[src/rtl/lead_one_normalizer_pkg.sv]
// Shared defaults, the zero-operand index and the normalized result record
// for the leading-one normalizer.
package lead_one_normalizer_pkg;

    localparam int DEF_WIDTH = 9;
    localparam int DEF_IDXW  = 5;
    localparam int DEF_EXPW  = 4;
    localparam int DEF_CNTW  = 8;

    // Index the detector reports for an all-zero operand.
    localparam logic signed [DEF_IDXW-1:0] ZERO_INDEX = DEF_IDXW'(-1);

    typedef struct packed {
        logic [DEF_WIDTH-2:0] mant;
        logic [DEF_EXPW-1:0]  exp;
        logic                 zero;
    } norm_res_t;

endpackage

[src/rtl/lead_one_normalizer_lo_check.sv]
// Reference leading-one position of an operand, used only to cross-check the
// index delivered by the upstream detector.
module lead_one_normalizer_lo_check
    import lead_one_normalizer_pkg::*;
#(
    parameter int WIDTH = DEF_WIDTH,
    parameter int IDXW  = DEF_IDXW
) (
    input  logic [WIDTH-1:0]       data,
    output logic signed [IDXW-1:0] true_index
);

    // Ascending scan: the last hit is the highest set bit, matching the detector.
    always_comb begin
        // NOTE: every output of an always_comb gets a default first, so no path leaves it unassigned and infers a latch.
        true_index = IDXW'(ZERO_INDEX);
        for (int i = 0; i < WIDTH; i++) begin
            if (data[i]) true_index = IDXW'(i);
        end
    end

endmodule

[src/rtl/lead_one_normalizer.sv]
// Two-stage normalizer: left-aligns an operand below its leading one using the
// detector's index, and counts indices that disagree with the operand.
module lead_one_normalizer
    import lead_one_normalizer_pkg::*;
#(
    parameter int WIDTH = DEF_WIDTH,
    parameter int IDXW  = DEF_IDXW,
    parameter int EXPW  = DEF_EXPW,
    parameter int CNTW  = DEF_CNTW
) (
    input  logic                   clk,
    input  logic                   rst_n,
    input  logic                   in_valid,
    output logic                   in_ready,
    input  logic [WIDTH-1:0]       in_data,
    input  logic signed [IDXW-1:0] in_index,
    output logic                   out_valid,
    input  logic                   out_ready,
    output logic [WIDTH-2:0]       out_mant,
    output logic [EXPW-1:0]        out_exp,
    output logic                   out_zero,
    output logic                   err,
    output logic [CNTW-1:0]        err_cnt,
    input  logic                   err_clr
);

    logic                   s1_valid;
    logic [WIDTH-1:0]       s1_data;
    logic signed [IDXW-1:0] s1_index;
    logic                   s1_bad_pulse;
    logic                   s2_ready;
    logic                   in_fire;
    logic signed [IDXW-1:0] true_index;
    logic                   mismatch;
    int                     in_idx;
    int                     s1_idx;
    norm_res_t              norm;
    norm_res_t              s2_res;

    assign s2_ready = !out_valid || out_ready;
    assign in_ready = !s1_valid || s2_ready;
    assign in_fire  = in_valid && in_ready;

    lead_one_normalizer_lo_check #(
        .WIDTH (WIDTH),
        .IDXW  (IDXW)
    ) u_lo_check (
        .data       (in_data),
        .true_index (true_index)
    );

    assign in_idx   = int'(in_index);
    assign mismatch = (in_index != true_index) || (in_idx < -1) || (in_idx > WIDTH - 1);

    // Stage 1: operand, given index, and a one-shot flag for a failed check.
    always_ff @(posedge clk or negedge rst_n) begin
        if (!rst_n) begin
            s1_valid     <= 1'b0;
            s1_data      <= '0;
            s1_index     <= '0;
            s1_bad_pulse <= 1'b0;
        end else begin
            // NOTE: sequential state uses non-blocking assignments so every register samples pre-edge values.
            s1_bad_pulse <= in_fire && mismatch;
            if (in_ready) s1_valid <= in_valid;
            if (in_fire) begin
                s1_data  <= in_data;
                s1_index <= in_index;
            end
        end
    end

    assign s1_idx = int'(s1_index);

    // The given index is trusted even when the check failed.
    always_comb begin
        norm      = '0;
        norm.zero = 1'b1;
        if (s1_idx >= 0 && s1_idx <= WIDTH - 1) begin
            norm.mant = (WIDTH-1)'(s1_data << (WIDTH - 1 - s1_idx));
            norm.exp  = EXPW'(s1_idx);
            norm.zero = 1'b0;
        end
    end

    // Stage 2: output registers, held while downstream stalls.
    always_ff @(posedge clk or negedge rst_n) begin
        if (!rst_n) begin
            out_valid <= 1'b0;
            s2_res    <= '0;
        end else begin
            if (s2_ready) out_valid <= s1_valid;
            if (s1_valid && s2_ready) s2_res <= norm;
        end
    end

    assign out_mant = s2_res.mant;
    assign out_exp  = s2_res.exp;
    assign out_zero = s2_res.zero;

    // A new mismatch beats a simultaneous clear and restarts the count at one.
    always_ff @(posedge clk or negedge rst_n) begin
        if (!rst_n) begin
            err     <= 1'b0;
            err_cnt <= '0;
        end else if (s1_bad_pulse) begin
            err <= 1'b1;
            if (err_clr) err_cnt <= CNTW'(1);
            else if (err_cnt != '1) err_cnt <= err_cnt + CNTW'(1);
        end else if (err_clr) begin
            err     <= 1'b0;
            err_cnt <= '0;
        end
    end

endmodule

[config.mk]
export PLATFORM = sky130hd
export DESIGN_NAME = lead_one_normalizer
export DESIGN_NICKNAME = d
export VERILOG_FILES = /design/src/rtl/lead_one_normalizer_pkg.sv /design/src/rtl/lead_one_normalizer_lo_check.sv /design/src/rtl/lead_one_normalizer.sv
export SDC_FILE = /design/constraint.sdc
export NUM_CORES = 1
export LEC_CHECK = 0
export BUFFER_PORTS_ARGS = -buffer_cell sky130_fd_sc_hd__buf_2
export CAP_MARGIN = 25
export CORE_MARGIN = 4
export CORE_UTILIZATION = 30
export CTS_BUF_LIST = sky130_fd_sc_hd__clkbuf_4 sky130_fd_sc_hd__clkbuf_8 sky130_fd_sc_hd__clkbuf_16
export CTS_CLUSTER_SIZE = 8
export DETAILED_ROUTE_END_ITERATION = 12
export PLACE_DENSITY = 0.59
export SLEW_MARGIN = 20
export SYNTH_ARGS = -nofsm -noshare
export SYNTH_HDL_FRONTEND = slang
export SYNTH_SLANG_ARGS = --single-unit
[constraint.sdc]
create_clock -name clk -period 1.8 [get_ports clk]
set_input_delay 0.27 -clock clk [delete_from_list [all_inputs] [get_ports clk]]
set_output_delay 0.27 -clock clk [all_outputs]
set_load 0.02 [all_outputs]
==> impl_metrics.env <==
export IMPL_htreeDepth=2
export IMPL_cts_sinks=38
export IMPL_slew_violations=0
export IMPL_avgRoutedWirePerCell_um=13.2
export IMPL_status="finished clean"
export IMPL_critPathMaxStageDelay_ns=0.36
export IMPL_slowest_stage="mux2_1"
export IMPL_grt_pass1_vias=1548
export IMPL_multi_input_area_um2=987
export IMPL_rsz0062_at_grt="false"
export IMPL_endpoint_kind="flop"
export IMPL_synth_adder_area_share=0.0127
export IMPL_n_fill_cell=644
export IMPL_diodes=0
export IMPL_fp_dieH_um=89.2
export IMPL_vdd_drop_max_v=0.000331
export IMPL_clockRootBuffer="clkbuf_8"
export IMPL_cts_path_max_buffers=2
export IMPL_regToRegEndpoint="out_mant[5]"
export IMPL_routed_wirelength_mm=4.17
export IMPL_io_pins=43
export IMPL_drive_gt1_frac=0.267
export IMPL_die_x_um=89.2
export IMPL_gp_congestion=0.790
export IMPL_synthCells=189
export IMPL_synth_edff_count=0
export IMPL_ys_seq_area_frac=0.481
export IMPL_fin_nets=260
export IMPL_start_kind="flop"
export IMPL_syn_num_nets=210
export IMPL_cp_required_ns=1.96
export IMPL_dp_cells=309
export IMPL_dpl_hpwl_mm=3.25
export IMPL_leakage_nw=1.11
export IMPL_reg2regPathDepth=7
export IMPL_fin_crit_sh=0.910
export IMPL_drt_iter0_drc=74
export IMPL_synth_top_flop_cell="dfrtp_1"
export IMPL_async_reset_ff_frac=1.00
export IMPL_synth_compound_area_frac=0.156
export IMPL_cts_setup_buffers=0
export IMPL_port_buffers=42
export IMPL_regArea_um2=951
export IMPL_slew_headroom=0.678
export IMPL_ys_ff_latch=38
export IMPL_timing_final_setup_violations=0
export IMPL_placed_area_um2=2300
export IMPL_hold_viol_final=0
export IMPL_clkSlewWorstSetupHoldPaths_ns=0.08
export IMPL_worst_slew_pin_slew_ns=0.480
export IMPL_drt_vias_per_instance=4.97
export IMPL_pwr_density_cell_nw_per_um2=926
export IMPL_layout_min_cycle_time_ns=1.64
export IMPL_grt_pass1_wl_mm=7.25
export IMPL_postCtsHoldBufs=0
export IMPL_cp_max_fo=9
export IMPL_die_area_um2=7950
export IMPL_cts_buffers=5
export IMPL_syn_avg_cell_area_um2=10.5
export IMPL_grt_ovfl_total=0
export IMPL_arrival_ns=1.79
export IMPL_syn_to_final_growth_pct=21.8
export IMPL_netlist_area_um2=1980
export IMPL_holdCritPathClass="input pin to async pin"
export IMPL_grt_max_degree=39
export IMPL_fmax_mhz=611
export IMPL_antenna_found_initial=0
export IMPL_holdWs_ns=0.0103
export IMPL_synth_xor_area_frac=0.0222
export IMPL_yosysUniqueCellTypes=45
export IMPL_ant_nets=0
export IMPL_r2r_slack_ns=0.16
export IMPL_stdcell_count=317
export IMPL_synthSimpleGateAreaFrac=0.182
export IMPL_drc_errors=0
export IMPL_floorplan_initialDensity=0.309
export IMPL_synthMuxAreaShare=0.121
export IMPL_vias=1575
export IMPL_cp_top_family="multiplexers"
export IMPL_core_um2=6390
export IMPL_fin_area_um2=2410
export IMPL_first_pass_iters=4
export IMPL_cts_tree="built"
export IMPL_finClkSkew_ns=0.00875
export IMPL_path_cells="inv_1 -> ha_4 -> mux2_1 -> nand2_1 -> o21ai_0 -> a21oi_1 -> o21ai_1"
export IMPL_final_util=0.377
export IMPL_worstSetupPathType="flop to flop"
export IMPL_ys_warn_count=0
export IMPL_tns_ns=0
export IMPL_synth_top_family_by_area="simple AND/OR/NAND/NOR gates"
export IMPL_path_buf_inv=1
export IMPL_clock_latency_ns=0.29
export IMPL_placementRows=29
export IMPL_worstReg2RegStart="s1_index[0]"
export IMPL_cap_violations=0
export IMPL_grt_usage=0.115
## worst reg2reg max path, cell delays in order, from the launching register on
cell	delay (ns)
dfrtp_1	0.35
inv_1	0.08
ha_4	0.33
mux2_1	0.36
nand2_1	0.08
o21ai_0	0.07
a21oi_1	0.16
o21ai_1	0.08
## routing by layer
| layer | vias to the layer above | wire (µm) | track usage | part of all wire |
|---|---|---|---|---|
| met1 | 735 | 2080 | 0.156 | 0.50 |
| met5 | - | 0 | 0 | 0 |
| met2 | 40 | 1790 | 0.182 | 0.43 |
| met3 | 3 | 281 | 0.0304 | 0.067 |
| met4 | 0 | 25 | 0.0325 | 0.0060 |
| li1 | 797 | - | - | - |
## cells in the mapped netlist (2+ instances only)
master	number	area, µm²
a211oi_1	4	30.0
a21o_1	2	15.0
a21oi_1	10	50.1
a22o_1	4	35.0
a32o_1	4	40.0
and3_1	2	12.5
and4_1	2	17.5
clkbuf_1	4	15.0
dfrtp_1	38	951
ha_1	2	25.0
inv_1	3	11.3
mux2_1	13	146
mux2i_1	7	70.1
nand2_1	20	75.1
nand2b_1	7	43.8
nand3_1	3	15.0
nand3b_1	2	15.0
nand4_1	3	18.8
nor2_1	11	41.3
nor2b_1	3	18.8
nor3_1	6	30.0
nor4_1	2	12.5
o21a_1	2	15.0
o21ai_0	2	10.0
o21ai_1	8	40.0
o31ai_1	3	22.5
xor2_1	4	35.0
## how the worst max path moves through the flow
stage	start	endpoint	slack, ns	depth (start not counted)
2_1_floorplan	s1_index[0]	out_mant[4]	0.02	8
3_3_place_gp	s1_index[0]	out_mant[4]	0.1	6
3_5_place_dp	s1_index[0]	out_mant[5]	0.02	7
4_1_cts	s1_index[0]	out_mant[5]	0.06	7
5_1_grt	s1_index[0]	out_mant[2]	0.04	7
6_report	s1_index[0]	out_mant[5]	0.16	7
## cells by family after synthesis
logic type,Yosys count
AOI/OAI and AO/OA,45
xor gates and xnor gates,5
adders and majority gates,2
buffers and inverters,10
DFF,38
muxes,21
and+or+nand+nor,68
## cell type report
type,count,area share
Clock buffer,6,0.0343
Clock inverter,2,0.00520
Inverter,4,0.00624
Multi-Input combinational cell,141,0.410
Sequential cell,38,0.395
Tap cell,77,0.0400
Timing Repair Buffer,49,0.109
## state kept, by name, indices dropped and copies added, names as in the netlist
signal and cells:
out_valid 1, s1_bad_pulse 1, out_zero 1, s1_valid 1, out_exp 4, err 1, s1_data 8, s1_index 5
err_cnt 8, out_mant 8
## through the flow
step | worst slack [ns] | power (W)
2_1_floorplan | 0.0161 | 0.00143
3_3_place_gp | 0.0964 | 0.00162
3_5_place_dp | 0.0245 | 0.00163
4_1_cts | 0.0642 | 0.00225
5_1_grt | 0.0362 | 0.00237
6_report | 0.163 | 0.00223
## power breakdown
| part | internal [W] | total (W) | switching (W) |
|---|---|---|---|
| Combinational | 0.000263 | 0.000596 | 0.000333 |
| Clock | 0.000308 | 0.000611 | 0.000303 |
| Sequential | 0.000949 | 0.00102 | 0.0000743 |
| Total | 0.00152 | 0.00223 | 0.000710 |
## placed cells by master, fill, tap and decap left out, types with 3 or more instances in the layout
cell type,n
buf_2,42
dfrtp_1,38
nand2_1,20
mux2_1,13
nor2_1,11
a21oi_1,10
o21ai_1,8
nand2b_1,7
mux2i_1,7
buf_4,7
nor3_1,6
clkbuf_8,6
xor2_1,4
a211oi_1,4
a32o_1,4
a22o_1,4
inv_1,3
nor2b_1,3
o31ai_1,3
nand4_1,3
nand3_1,3
## repair_timing
item	4_1_cts	5_1_grt
gates cloned	0	0
pin swaps	0	0
resized for setup	1	1
setup endpoints to repair	1	2
No activity file was read; power rests on OpenSTA's default activity.
